--- config.mk ---
export PLATFORM = sky130hd
export DESIGN_NAME = sram_arbiter_flat
export DESIGN_NICKNAME = d
export VERILOG_FILES = /design/src/rtl/sram_arbiter_pkg.sv /design/src/rtl/sram_arbiter_if.sv /design/src/rtl/sram_arbiter_sync_fifo.sv /design/src/rtl/sram_arbiter.sv /design/src/flat_wrapper.sv
export SDC_FILE = /design/constraint.sdc
export NUM_CORES = 1
export LEC_CHECK = 0
export CORE_MARGIN = 2
export CORE_UTILIZATION = 55
export CTS_CLUSTER_SIZE = 14
export DETAILED_ROUTE_END_ITERATION = 10
export MAX_ROUTING_LAYER = met4
export PLACE_DENSITY = 0.79
export SYNTH_ARGS = -nofsm -noshare
export SYNTH_HDL_FRONTEND = slang
export SYNTH_SLANG_ARGS = --single-unit
--- constraint.sdc ---
create_clock -name clk -period 12 [get_ports clk]
set_input_delay 3.6 -clock clk [delete_from_list [all_inputs] [get_ports clk]]
set_output_delay 3.6 -clock clk [all_outputs]
set_load 0.01 [all_outputs]
--- src/rtl/sram_arbiter_pkg.sv ---
// Shared types and default constants for the SRAM arbiter: FSM encoding,
// SRAM geometry and default access timing.
package sram_arb_pkg;

  localparam int SRAM_ADDR_W      = 19;
  localparam int SRAM_DATA_W      = 16;
  localparam int DEF_WFIFO_DEPTH  = 8;
  localparam int DEF_RD_CYCLES    = 2;
  localparam int DEF_WR_CYCLES    = 2;
  localparam int DEF_STARVE_LIMIT = 4;

  typedef enum logic [1:0] {
    ST_IDLE,
    ST_READ,
    ST_WRITE,
    ST_TURN
  } arb_state_t;

endpackage

--- src/rtl/sram_arbiter_if.sv ---
// Requester handshakes and SRAM pin bundle. The arbiter uses the slave
// modport; requesters and the pad/SRAM side use master.
interface sram_arbiter_if #(
  parameter int ADDR_W      = sram_arb_pkg::SRAM_ADDR_W,
  parameter int DATA_W      = sram_arb_pkg::SRAM_DATA_W,
  parameter int WFIFO_DEPTH = sram_arb_pkg::DEF_WFIFO_DEPTH
);
  import sram_arb_pkg::*;

  localparam int LVL_W = $clog2(WFIFO_DEPTH) + 1;

  logic              rd_req;
  logic [ADDR_W-1:0] rd_addr;
  logic              rd_ack;
  logic              rd_valid;
  logic [DATA_W-1:0] rd_data;

  logic              wr_valid;
  logic [ADDR_W-1:0] wr_addr;
  logic [DATA_W-1:0] wr_data;
  logic              wr_ready;
  logic              wr_drop;
  logic [LVL_W-1:0]  wfifo_level;

  logic              sram_ce_n;
  logic              sram_oe_n;
  logic              sram_we_n;
  logic              sram_lb_n;
  logic              sram_ub_n;
  logic [ADDR_W-1:0] sram_addr;
  logic [DATA_W-1:0] sram_dq_o;
  logic              sram_dq_oe;
  logic [DATA_W-1:0] sram_dq_i;

  modport slave (
    input  rd_req, rd_addr, wr_valid, wr_addr, wr_data, sram_dq_i,
    output rd_ack, rd_valid, rd_data, wr_ready, wr_drop, wfifo_level,
    output sram_ce_n, sram_oe_n, sram_we_n, sram_lb_n, sram_ub_n,
    output sram_addr, sram_dq_o, sram_dq_oe
  );

  modport master (
    output rd_req, rd_addr, wr_valid, wr_addr, wr_data, sram_dq_i,
    input  rd_ack, rd_valid, rd_data, wr_ready, wr_drop, wfifo_level,
    input  sram_ce_n, sram_oe_n, sram_we_n, sram_lb_n, sram_ub_n,
    input  sram_addr, sram_dq_o, sram_dq_oe
  );

endinterface

--- src/rtl/sram_arbiter_sync_fifo.sv ---
// Single-clock FIFO with occupancy count; storage is not reset, only the
// pointers and count are.
module sync_fifo #(
  parameter int WIDTH = 35,
  parameter int DEPTH = 8
) (
  input  logic                     clk,
  input  logic                     rst,
  input  logic                     push,
  input  logic                     pop,
  input  logic [WIDTH-1:0]         din,
  output logic [WIDTH-1:0]         dout,
  output logic                     full,
  output logic                     empty,
  output logic [$clog2(DEPTH):0]   level
);
  localparam int PTR_W = $clog2(DEPTH);

  logic [WIDTH-1:0] mem [DEPTH];
  logic [PTR_W-1:0] wptr;
  logic [PTR_W-1:0] rptr;
  logic [PTR_W:0]   cnt;
  logic             do_push;
  logic             do_pop;

  assign do_push = push && !full;
  assign do_pop  = pop && !empty;
  assign full    = (cnt == (PTR_W+1)'(DEPTH));
  assign empty   = (cnt == '0);
  assign level   = cnt;
  assign dout    = mem[rptr];

  always_ff @(posedge clk) begin
    if (rst) begin
      wptr <= '0;
      rptr <= '0;
      cnt  <= '0;
    end else begin
      if (do_push) wptr <= wptr + PTR_W'(1);
      if (do_pop)  rptr <= rptr + PTR_W'(1);
      case ({do_push, do_pop})
        2'b10:   cnt <= cnt + (PTR_W+1)'(1);
        2'b01:   cnt <= cnt - (PTR_W+1)'(1);
        default: cnt <= cnt;
      endcase
    end
  end

  always_ff @(posedge clk) begin
    if (do_push) mem[wptr] <= din;
  end

endmodule

--- src/rtl/sram_arbiter.sv ---
// Two-requester arbiter for one async SRAM: prioritised VGA reads, FIFO-buffered
// UART writes with a starvation cap, registered strobes and a turnaround cycle.
module sram_arbiter import sram_arb_pkg::*; #(
  parameter int ADDR_W       = SRAM_ADDR_W,
  parameter int DATA_W       = SRAM_DATA_W,
  parameter int WFIFO_DEPTH  = DEF_WFIFO_DEPTH,
  parameter int RD_CYCLES    = DEF_RD_CYCLES,
  parameter int WR_CYCLES    = DEF_WR_CYCLES,
  parameter int STARVE_LIMIT = DEF_STARVE_LIMIT
) (
  input logic           clk,
  input logic           rst,
  sram_arbiter_if.slave bus
);
  localparam int LVL_W   = $clog2(WFIFO_DEPTH) + 1;
  localparam int ENT_W   = ADDR_W + DATA_W;
  localparam int MAX_CYC = (RD_CYCLES > WR_CYCLES) ? RD_CYCLES : WR_CYCLES;
  localparam int CNT_W   = $clog2(MAX_CYC + 1);
  localparam int STV_W   = $clog2(STARVE_LIMIT + 1);

  arb_state_t        state;
  arb_state_t        next_state;
  logic [CNT_W-1:0]  cnt;
  logic [STV_W-1:0]  starve_cnt;
  logic              grant_rd;
  logic              pop;
  logic              push;
  logic              fifo_full;
  logic              fifo_empty;
  logic [ENT_W-1:0]  fifo_dout;
  logic [LVL_W-1:0]  fifo_level;
  logic              rd_last;
  logic              wr_last;
  logic              write_due;

  logic              ce_n, oe_n, we_n, dq_oe, rd_valid, wr_drop;
  logic [ADDR_W-1:0] addr;
  logic [DATA_W-1:0] dq_o;
  logic [DATA_W-1:0] rd_data;

  assign push      = bus.wr_valid && !fifo_full;
  assign rd_last   = (state == ST_READ)  && (cnt == CNT_W'(RD_CYCLES - 1));
  assign wr_last   = (state == ST_WRITE) && (cnt == CNT_W'(WR_CYCLES - 1));
  assign write_due = !fifo_empty && (starve_cnt == STV_W'(STARVE_LIMIT));

  sync_fifo #(
    .WIDTH (ENT_W),
    .DEPTH (WFIFO_DEPTH)
  ) u_wfifo (
    .clk   (clk),
    .rst   (rst),
    .push  (push),
    .pop   (pop),
    .din   ({bus.wr_addr, bus.wr_data}),
    .dout  (fifo_dout),
    .full  (fifo_full),
    .empty (fifo_empty),
    .level (fifo_level)
  );

  always_comb begin
    next_state = state;
    grant_rd   = 1'b0;
    pop        = 1'b0;
    case (state)
      ST_IDLE: begin
        if (bus.rd_req && !write_due) begin
          grant_rd   = 1'b1;
          next_state = ST_READ;
        end else if (!fifo_empty) begin
          pop        = 1'b1;
          next_state = ST_WRITE;
        end
      end
      ST_READ:  if (rd_last) next_state = ST_IDLE;
      ST_WRITE: if (wr_last) next_state = ST_TURN;
      ST_TURN:  next_state = ST_IDLE;
      default:  next_state = ST_IDLE;
    endcase
  end

  // state register: phase counter restarts on every state change
  always_ff @(posedge clk) begin
    if (rst) begin
      state      <= ST_IDLE;
      cnt        <= '0;
      starve_cnt <= '0;
    end else begin
      state <= next_state;
      if (next_state == state && (state == ST_READ || state == ST_WRITE))
        cnt <= cnt + CNT_W'(1);
      else
        cnt <= '0;
      if (grant_rd && !fifo_empty)
        starve_cnt <= starve_cnt + STV_W'(1);
      else if (pop)
        starve_cnt <= '0;
    end
  end

  // strobes are decoded from next_state so they register glitch-free with the state
  always_ff @(posedge clk) begin
    if (rst) begin
      ce_n     <= 1'b1;
      oe_n     <= 1'b1;
      we_n     <= 1'b1;
      dq_oe    <= 1'b0;
      addr     <= '0;
      dq_o     <= '0;
      rd_valid <= 1'b0;
      rd_data  <= '0;
      wr_drop  <= 1'b0;
    end else begin
      ce_n  <= !(next_state == ST_READ || next_state == ST_WRITE);
      oe_n  <= (next_state != ST_READ);
      we_n  <= (next_state != ST_WRITE);
      dq_oe <= (next_state == ST_WRITE);
      if (grant_rd) begin
        addr <= bus.rd_addr;
      end else if (pop) begin
        addr <= fifo_dout[ENT_W-1:DATA_W];
        dq_o <= fifo_dout[DATA_W-1:0];
      end
      rd_valid <= rd_last;
      if (rd_last) rd_data <= bus.sram_dq_i;
      if (bus.wr_valid && fifo_full) wr_drop <= 1'b1;
    end
  end

  assign bus.rd_ack      = grant_rd;
  assign bus.rd_valid    = rd_valid;
  assign bus.rd_data     = rd_data;
  assign bus.wr_ready    = !fifo_full;
  assign bus.wr_drop     = wr_drop;
  assign bus.wfifo_level = fifo_level;
  assign bus.sram_ce_n   = ce_n;
  assign bus.sram_oe_n   = oe_n;
  assign bus.sram_we_n   = we_n;
  assign bus.sram_lb_n   = ce_n;
  assign bus.sram_ub_n   = ce_n;
  assign bus.sram_addr   = addr;
  assign bus.sram_dq_o   = dq_o;
  assign bus.sram_dq_oe  = dq_oe;

endmodule
--- src/flat_wrapper.sv ---
// flat-port wrapper written by rule: the top's interface ports become plain ports
module sram_arbiter_flat import sram_arb_pkg::*;
#(
  parameter int ADDR_W       = SRAM_ADDR_W,
  parameter int DATA_W       = SRAM_DATA_W,
  parameter int WFIFO_DEPTH  = DEF_WFIFO_DEPTH,
  parameter int RD_CYCLES    = DEF_RD_CYCLES,
  parameter int WR_CYCLES    = DEF_WR_CYCLES,
  parameter int STARVE_LIMIT = DEF_STARVE_LIMIT
)
  (clk, rst, bus_rd_req, bus_rd_addr, bus_wr_valid, bus_wr_addr, bus_wr_data, bus_sram_dq_i, bus_rd_ack, bus_rd_valid, bus_rd_data, bus_wr_ready, bus_wr_drop, bus_wfifo_level, bus_sram_ce_n, bus_sram_oe_n, bus_sram_we_n, bus_sram_lb_n, bus_sram_ub_n, bus_sram_addr, bus_sram_dq_o, bus_sram_dq_oe);
  sram_arbiter_if #(.ADDR_W(ADDR_W), .DATA_W(DATA_W), .WFIFO_DEPTH(WFIFO_DEPTH)) bus_i ();
  input logic clk;
  input logic rst;
  input wire logic [$bits(bus_i.rd_req)-1:0] bus_rd_req;
  input wire logic [$bits(bus_i.rd_addr)-1:0] bus_rd_addr;
  input wire logic [$bits(bus_i.wr_valid)-1:0] bus_wr_valid;
  input wire logic [$bits(bus_i.wr_addr)-1:0] bus_wr_addr;
  input wire logic [$bits(bus_i.wr_data)-1:0] bus_wr_data;
  input wire logic [$bits(bus_i.sram_dq_i)-1:0] bus_sram_dq_i;
  output wire logic [$bits(bus_i.rd_ack)-1:0] bus_rd_ack;
  output wire logic [$bits(bus_i.rd_valid)-1:0] bus_rd_valid;
  output wire logic [$bits(bus_i.rd_data)-1:0] bus_rd_data;
  output wire logic [$bits(bus_i.wr_ready)-1:0] bus_wr_ready;
  output wire logic [$bits(bus_i.wr_drop)-1:0] bus_wr_drop;
  output wire logic [$bits(bus_i.wfifo_level)-1:0] bus_wfifo_level;
  output wire logic [$bits(bus_i.sram_ce_n)-1:0] bus_sram_ce_n;
  output wire logic [$bits(bus_i.sram_oe_n)-1:0] bus_sram_oe_n;
  output wire logic [$bits(bus_i.sram_we_n)-1:0] bus_sram_we_n;
  output wire logic [$bits(bus_i.sram_lb_n)-1:0] bus_sram_lb_n;
  output wire logic [$bits(bus_i.sram_ub_n)-1:0] bus_sram_ub_n;
  output wire logic [$bits(bus_i.sram_addr)-1:0] bus_sram_addr;
  output wire logic [$bits(bus_i.sram_dq_o)-1:0] bus_sram_dq_o;
  output wire logic [$bits(bus_i.sram_dq_oe)-1:0] bus_sram_dq_oe;
  assign bus_i.rd_req = bus_rd_req;
  assign bus_i.rd_addr = bus_rd_addr;
  assign bus_i.wr_valid = bus_wr_valid;
  assign bus_i.wr_addr = bus_wr_addr;
  assign bus_i.wr_data = bus_wr_data;
  assign bus_i.sram_dq_i = bus_sram_dq_i;
  assign bus_rd_ack = bus_i.rd_ack;
  assign bus_rd_valid = bus_i.rd_valid;
  assign bus_rd_data = bus_i.rd_data;
  assign bus_wr_ready = bus_i.wr_ready;
  assign bus_wr_drop = bus_i.wr_drop;
  assign bus_wfifo_level = bus_i.wfifo_level;
  assign bus_sram_ce_n = bus_i.sram_ce_n;
  assign bus_sram_oe_n = bus_i.sram_oe_n;
  assign bus_sram_we_n = bus_i.sram_we_n;
  assign bus_sram_lb_n = bus_i.sram_lb_n;
  assign bus_sram_ub_n = bus_i.sram_ub_n;
  assign bus_sram_addr = bus_i.sram_addr;
  assign bus_sram_dq_o = bus_i.sram_dq_o;
  assign bus_sram_dq_oe = bus_i.sram_dq_oe;
  sram_arbiter #(.ADDR_W(ADDR_W), .DATA_W(DATA_W), .WFIFO_DEPTH(WFIFO_DEPTH), .RD_CYCLES(RD_CYCLES), .WR_CYCLES(WR_CYCLES), .STARVE_LIMIT(STARVE_LIMIT)) u_core (.clk(clk), .rst(rst), .bus(bus_i));
endmodule
Word-level counts from Yosys, hierarchy flattened
Memory sizes are Yosys's and may differ from the RTL's. A register that Yosys moved wholly into a read port is not among the register bits.
Index checks and enable logic that the tools add are counted.
{"block": "word_totals", "ff_bits": 74, "latchBits": 0, "ramBits": 280, "rom_bits": 0, "inputBits": 74, "out_inout_bits": 65, "word_cells": 79, "memories": 1}
{"block": "op_classes", "add_sub_neg": 6, "multipliers": 0, "n_div": 0, "n_lt_le_gt_ge": 0, "n_eq_ne": 13, "shift": 0, "muxes": 19, "bitwise_logic": 2, "reduce_logical": 23}
{"name": "u_core.u_wfifo.mem", "words": 8, "word_bits": 35, "rd": 1, "rd_ports_with_merged_regs": 1, "wr": 1, "line_no": "sram_arbiter_sync_fifo.sv:19", "rtl": "logic [WIDTH-1:0] mem [DEPTH];"}
{"operator": "19-bit two-way mux", "n": 2}
{"operator": "3-bit two-way mux", "n": 4}
{"operator": "1-bit logical AND", "n": 10}
{"operator": "3-bit by 1-bit adder with 3-bit output (second input constant)", "n": 3}
{"operator": "2-bit by 1-bit == test with 1-bit output (second input constant)", "n": 4}
{"operator": "2-bit == test (second input constant)", "n": 4}
{"operator": "2-bit two-way mux", "n": 4}
{"operator": "2-bit case mux with 4 select lines", "n": 1}
{"operator": "4-bit case mux with 2 select lines", "n": 1}
{"operator": "1-bit two-way mux", "n": 7}
{"operator": "2-bit nonzero test", "n": 3}
{"operator": "4-bit by 1-bit adder with 4-bit output (second input constant)", "n": 1}
{"operator": "4-bit == test (second input constant)", "n": 1}
{"operator": "1-bit zero test", "n": 4}
{"operator": "4-bit zero test", "n": 1}
{"operator": "4-bit by 1-bit subtractor with 4-bit output (second input constant)", "n": 1}
{"operator": "3-bit == test (second input constant)", "n": 1}
{"operator": "2-bit by 1-bit adder with 2-bit output (second input constant)", "n": 1}
{"operator": "2-bit == test", "n": 1}
{"operator": "2-bit zero test", "n": 1}
{"operator": "1-bit logical OR", "n": 2}
{"operator": "2-bit by 1-bit != test with 1-bit output (second input constant)", "n": 1}
{"operator": "2-bit != test (second input constant)", "n": 1}
{"operator": "1-bit NOT", "n": 2}
{"operator": "2 further kinds", "n": 2}

Longest topological paths before layout
Gate-level depths: netlist of run 1.
{"block": "logic_depth", "word_depth": 11, "mapped_depth": 14, "ltp_nobuf": 11}

By module
A second synthesis of run 1 with hierarchy kept.
{"block": "unflattened", "cells_unflattened": 790, "hier_area_um2": 14027.2}
{"mod": "sync_fifo", "instances": 1, "cells_each": 479, "area_per_inst_um2": 11359.6, "seq_area_each_um2": 8668.3}
{"mod": "sram_arbiter", "instances": 1, "cells_each": 311, "area_per_inst_um2": 2667.6, "seq_area_each_um2": 1281.2}

Worst setup path after synthesis of run 1
Ideal clock, no wire load.
{"block": "synth_timing", "kind": "input -> output", "start": "input bus_rd_req", "end": "output bus_rd_ack", "arrival_time_ns": 3.937, "required_time_ns": 8.400, "slack_ns": 4.463, "stages": 2, "path_buffers": 0, "cell_sequence": "nand2_1 nor2_1"}
{"block": "synth_between", "elab_chain_len": 3}
{"element": "start: declaration", "line_no": "flat_wrapper.sv:15", "rtl": "input wire logic [$bits(bus_i.rd_req)-1:0] bus_rd_req;"}
{"element": "1-bit logical AND", "line_no": "sram_arbiter.sv:67", "rtl": "if (bus.rd_req && !write_due) begin"}
{"element": "1-bit two-way mux", "line_no": "sram_arbiter.sv:67"}
{"element": "1-bit two-way mux", "line_no": "sram_arbiter.sv:65", "rtl": "case (state)"}
{"element": "end: declaration", "line_no": "flat_wrapper.sv:21", "rtl": "output wire logic [$bits(bus_i.rd_ack)-1:0] bus_rd_ack;"}
Every way passes these cells.

Final worst setup path of run 1
Same ends and word-level chain as after synthesis.

==> flow_summary.yaml, run 1 <==
detailed_routing:
  vias: 7114
  drtIter0Drc: 536
  first_pass_iters: 5
  ant_nets: 0
  viasPerCell: 5.71
  remaining_drc_errors: 0
  drt-wirelength-per-cell_um: 21.4
  wl_um: 26600
global_route:
  antenna_found_initial: 0
  grt_pass1_wl_um: 41600
  grt_pass1_vias: 7410
  grt_overflow_total: 0
  grt_max_degree: 56
  grt_use_total_pct: 21.7
logic_synthesis:
  yosys-mux-area-fraction_pct: 14.4
  ys_warn_count: 0
  synth_top_area_share_pct: 61.9
  synth_top_family_by_area: "multiplexers"
  syn-cell-area_um2: 13600
  async_flop_share_pct: 0
  ys_seq_elements: 357
  yosys.cell_count.top_type: "edfxtp_1"
  synth_cells: 749
  synthAdderAreaFrac_pct: 1.29
  syn_nets: 837
  synth_commonest_cells: "280 x edfxtp_1, 77 x dfxtp_1, 70 x mux4_2"
  syn_area_per_cell_um2: 18.1
  yosysSeqAreaShare_pct: 73.2
  synth-compound-area-share_pct: 3.95
  synth_cell_types: 48
  synth-simple-area-share_pct: 4.71
  synth.area.top_cells: "edfxtp_1 62%, mux4_2 12%, dfxtp_1 11%"
  yosys.area.top_type: "edfxtp_1"
  synth_edf_count: 280
  synth_xor_area_share_pct: 0.516
  ys.flop_type: "edfxtp_1"
clock_tree:
  cts_sinks: 357
  post_cts_resized: 0
  holdBufCountCts: 0
  clock_latency_ns: 0.52
  htree_levels: 2
  path_clk_slew_ns: 0.06
  cts_tree: "yes"
  cts_setup_buffers: 0
  cts_root_buffer: "clkbuf_16"
  clock_path_buffers: 3
  cts_inserted_buffers: 35
floorplanning:
  die_x_um: 161
  die-area_um2: 26000
  start_util_pct: 55.9
  die_height_um: 161
  core.rowCount: 57
  core_um2: 24300
  ios: 139
critical_path:
  cp_cell_sequence: "clkdlybuf4s50_1 -> nand2_1 -> nor2_1 -> clkdlybuf4s50_1"
  r2r_slack_ns: 8.91
  max_stage_delay_ns: 0.55
  critical_path.most_common_cell: "clkdlybuf4s50_1"
  crit_type: "in2out"
  r2r_cells: 11
  cp.required_ns: 8.40
  cp-end-kind: "output pin"
  slowest_stage: "clkdlybuf4s50_1"
  critPathLaunchType: "input port"
  crit_cells: 4
  path_buf_inv: 2
  path_max_fanout: 6
  crit_arrival_ns: 5.03
  r2r_end: "u_core.u_wfifo.level[2]"
  rr_startpoint: "u_core.state[1]"
  path_delay_family: "buffers and inverters"
sta:
  slew_headroom_pct: 29.0
  slew_viol_final: 0
  finalClockSkew_ns: 0.0195
  grt_setup_unrepaired: "no"
  hold_viol: 0
  setup_violations: 0
  min_period_ns: 8.63
  clock.fmax_mhz: 116
  setup_tns_ns: 0
  worstMarginPinSlew_ns: 1.06
  finalCritPeriodShare_pct: 71.9
power:
  p_leak_nw: 5.28
  peakVddDrop_mv: 0.132
  power_density_nw_per_um2: 196
final_layout:
  multiInputGateArea_um2: 3440
  seqCellArea_um2: 9960
  nFillCells: 1543
  antenna_cells: 0
  finalNetCount: 984
  layoutNonFillerInstCount: 1246
  syn2layout_area_growth_pct: 21.1
  drive_above_1_share_pct: 17.1
place:
  placed_cells: 1183
  dp_hpwl_um: 15400
  portBuffers: 138
  gp_congestion: 0.769
status:
  status: "complete, no violations"
min_path:
  hp-start: "u_core.bus.rd_data[0]"
  hold-path-endpoint: "u_core.bus.rd_data[0]"
  hold_depth: 2
  hold_class: "reg2reg"
flow_run:
  max_cap_violations: 0
worst register-to-register path, cell delays in order (launching register included):
cell and delay, ns:
dfxtp_1 0.34, inv_1 0.16, ha_1 0.39, o41a_1 0.31, and2_4 0.48, ha_1 0.34, xor2_1 0.17, ha_1 0.16
a21oi_1 0.05, xor2_1 0.17, or3_1 0.31, a21oi_1 0.14
layer usage:
metal	up-vias	part of all wire, %	GRT usage (%)
li1	3247	-	-
met1	3635	40	26.9
met2	203	54	37.8
met3	29	4.7	3.21
met4	0	1.7	5.68
met5	-	0	-
state kept, by name, summed over array words and instances (netlist names), named ones only:
signal                 count
u_core.bus.rd_data        16
u_core.bus.rd_valid        1
u_core.bus.sram_addr      19
u_core.bus.sram_ce_n       1
u_core.bus.sram_dq_o      16
u_core.bus.sram_dq_oe      1
u_core.bus.sram_oe_n       1
u_core.bus.sram_we_n       1
u_core.bus.wr_drop         1
u_core.cnt                 2
u_core.starve_cnt          3
u_core.state               2
u_core.u_wfifo.level       4
u_core.u_wfifo.mem       280
u_core.u_wfifo.rptr        3
u_core.u_wfifo.wptr        3
cells by family (layout without fill, tap and decap cells):
kind of cell,after synthesis,in the layout
DFF,357,357
and+or+nand+nor,136,136
muxes,108,108
AOI/OAI and AO/OA,72,72
buffers and inverters,54,227
adders and majority gates,14,14
xor gates and xnor gates,8,8
cells in the final DEF, fill, tap and decap left out, drive strengths merged, types with 2 or more instances in the layout:
| cell type | instances |
|---|---|
| nand3 | 5 |
| nand2b | 2 |
| ha | 14 |
| nor4 | 3 |
| a211oi | 18 |
| nand2 | 44 |
| nor3b | 2 |
| nor3 | 4 |
| mux4 | 70 |
| o21ai | 4 |
| nand3b | 3 |
| or2 | 2 |
| o21a | 2 |
| bufinv | 2 |
| inv | 14 |
| nor2b | 3 |
| clkbuf | 49 |
| mux2i | 37 |
| buf | 14 |
| and2 | 2 |
| edfxtp | 280 |
| a21oi | 23 |
| a221o | 19 |
| clkdlybuf4s50 | 137 |
| dfxtp | 77 |
| nor2 | 60 |
| xnor2 | 2 |
| clkinv | 11 |
| xor2 | 6 |
metrics by stage:
stage	area, µm²	total power, mW	worst slack [ns]	hold slack, ns	utilization [%]
6_report	16500	3.22	3.37	0.454	67.6
5_1_grt	16500	3.35	3.33	0.475	67.6
4_1_cts	16500	3.25	3.38	0.457	67.6
3_5_place_dp	15300	2.19	3.39	0.449	63.0
3_3_place_gp	15300	2.17	3.40	0.442	63.0
2_1_floorplan	13600	1.93	4.46	0.462	-
power by group:
part | leakage [nW] | switching, mW | total (mW) | internal, mW
clock | 0.556 | 0.436 | 1.06 | 0.627
sequential | 3.17 | 0.0978 | 1.54 | 1.44
combinational | 1.55 | 0.287 | 0.616 | 0.328
total | 5.28 | 0.821 | 3.22 | 2.40
layout make-up:
class                           instances  area share [%]
Clock buffer                           49            6.08
Tap cell                              324            2.46
Inverter                               13           0.297
Timing Repair Buffer                  151            8.96
Clock inverter                         14           0.783
Multi-Input combinational cell        338            20.9
Sequential cell                       357            60.5
how the worst max path moves through the flow:
stage / start / end
floorplan: bus_rd_req / bus_rd_ack
global placement: bus_rd_req / bus_rd_ack
detailed placement: bus_rd_req / bus_rd_ack
CTS: bus_rd_req / bus_rd_ack
global route: bus_rd_req / bus_rd_ack
finish: bus_rd_req / bus_rd_ack
No activity file was read; power rests on OpenSTA's default activity.
==> inputs of run 2 (changes only) <==
--- a/config.mk
+++ b/config.mk
@@ -6,11 +6,11 @@
 export NUM_CORES = 1
 export LEC_CHECK = 0
 export CORE_MARGIN = 2
-export CORE_UTILIZATION = 55
+export CORE_UTILIZATION = 51
 export CTS_CLUSTER_SIZE = 14
 export DETAILED_ROUTE_END_ITERATION = 10
 export MAX_ROUTING_LAYER = met4
-export PLACE_DENSITY = 0.79
+export PLACE_DENSITY = 0.77
 export SYNTH_ARGS = -nofsm -noshare
 export SYNTH_HDL_FRONTEND = slang
 export SYNTH_SLANG_ARGS = --single-unit
==> constraint.sdc (replaced) <==
create_clock -name clk -period 6.9 [get_ports clk]
set_input_delay 2.07 -clock clk [delete_from_list [all_inputs] [get_ports clk]]
set_output_delay 2.07 -clock clk [all_outputs]
set_load 0.01 [all_outputs]
==> flow_summary.yaml, run 2 (synthesis gave the netlist of run 1 again) <==
sta:
  slew_viol_final: 0
  slew_headroom_pct: 30.1
  finalCritPeriodShare_pct: 80.2
  finalClockSkew_ns: 0.0140
  clock.fmax_mhz: 181
  hold_viol: 0
  min_period_ns: 5.54
  worstMarginPinSlew_ns: 1.05
  grt_setup_unrepaired: "no"
  setup_tns_ns: 0
  setup_violations: 0
floorplanning:
  core_um2: 26100
  ios: 139
  die-area_um2: 28000
  core.rowCount: 59
  die_x_um: 167
  start_util_pct: 52.0
  die_height_um: 167
final_layout:
  final_util_pct: 62.8
  most-common-layout-cells: "280 x edfxtp_1, 137 x clkdlybuf4s50_1, 74 x dfxtp_1"
  largest_register: "u_core.u_wfifo.mem"
  multiInputGateArea_um2: 3440
  antenna_cells: 0
  drive_above_1_share_pct: 16.8
  seqCellArea_um2: 9960
  syn2layout_area_growth_pct: 20.7
  finalNetCount: 985
  final_common_cell: "edfxtp_1"
  fin_area_um2: 16400
  nFillCells: 1833
  largest_reg_flops: 280
clock_tree:
  cts_inserted_buffers: 36
  holdBufCountCts: 0
  post_cts_resized: 0
  cts_tree: "yes"
  htree_levels: 2
  cts_setup_buffers: 0
  cts_root_buffer: "clkbuf_16"
  clock_latency_ns: 0.52
  clock_path_buffers: 3
  cts_sinks: 357
  path_clk_slew_ns: 0.05
critical_path:
  r2r_cells: 11
  max_stage_delay_ns: 0.54
  crit_arrival_ns: 3.47
  crit_type: "in2out"
  cp-end-kind: "output pin"
  path_max_fanout: 6
  cp_cell_sequence: "clkdlybuf4s50_1 -> nand2_1 -> nor2_1 -> clkdlybuf4s50_1"
  critical_path.most_common_cell: "clkdlybuf4s50_1"
  rr_startpoint: "u_core.state[1]"
  r2r_slack_ns: 3.83
  r2r_end: "u_core.u_wfifo.level[2]"
  cp.required_ns: 4.83
  critPathLaunchType: "input port"
  slowest_stage: "clkdlybuf4s50_1"
status:
  status: "finished with violations"
  violations: "design-rule violations"
min_path:
  hold-path-endpoint: "u_core.bus.rd_data[9]"
  hold_class: "reg2reg"
  hp-start: "u_core.bus.rd_data[9]"
  hold_depth: 2
place:
  portBuffers: 138
  gp_congestion: 0.786
  dp_hpwl_um: 15300
  dpl_cell_area_um2: 15300
detailed_routing:
  drtIter0Drc: 490
  viasPerCell: 5.64
  vias: 7101
  wl_um: 26000
  drt-wirelength-per-cell_um: 20.6
  ant_nets: 0
  remaining_drc_errors: 13
  first_pass_iters: 8
global_route:
  grt_use_total_pct: 19.3
  grt_pass1_wl_um: 40500
  antenna_found_initial: 0
  grt_overflow_total: 0
  grt_max_degree: 55
  grt_pass1_vias: 7248
power:
  peakVddDrop_mv: 0.216
  p_leak_nw: 5.24
  power_density_nw_per_um2: 336
flow_run:
  max_cap_violations: 0
## run 2: per-layer routing
metal	vias to the layer above	GRT usage, %	part of all wire, %
li1	3259	-	-
met5	-	-	0
met4	0	5.94	2.0
met2	217	32.7	51
met3	48	2.69	5.3
met1	3577	24.6	42
## run 2: through the flow
stage / power (mW) / std cells / worst slack, ns / hold slack (ns)
floorplan: 3.36 / 749 / 1.52 / 0.462
global placement: 3.77 / 1194 / 1.39 / 0.441
detailed placement: 3.80 / 1194 / 1.38 / 0.447
CTS: 5.56 / 1260 / 1.38 / 0.454
global route: 5.74 / 1260 / 1.27 / 0.470
finish: 5.50 / 1260 / 1.36 / 0.453
## run 2: report_power, final
| part | switching, mW | total [mW] | internal (mW) |
|---|---|---|---|
| registers | 0.167 | 2.68 | 2.51 |
| logic | 0.499 | 1.07 | 0.572 |
| clock network | 0.787 | 1.76 | 0.971 |
| total | 1.45 | 5.50 | 4.05 |
## run 2: how the worst max path moves through the flow
stage,end,from,cells after the start,slack [ns]
after floorplan,u_core.u_wfifo.mem[0][0],bus_wr_valid,3,1.52
after global placement,bus_rd_ack,bus_rd_req,4,1.39
after detailed placement,bus_rd_ack,bus_rd_req,4,1.38
after CTS,bus_rd_ack,bus_rd_req,4,1.38
after global routing,bus_rd_ack,bus_rd_req,4,1.27
final,bus_rd_ack,bus_rd_req,4,1.36
## run 2: area by class of cell
type,count,share of cell area [%]
Sequential cell,357,60.7
Multi-Input combinational cell,338,21.0
Timing Repair Buffer,151,8.99
Clock buffer,44,5.68
Tap cell,335,2.56
Clock inverter,22,0.801
Inverter,13,0.298
## run 2: critical path: cells and delay by family
kind                   cells  cell delay [ns]
buffers and inverters      2             1.06
and+or+nand+nor            2             0.34
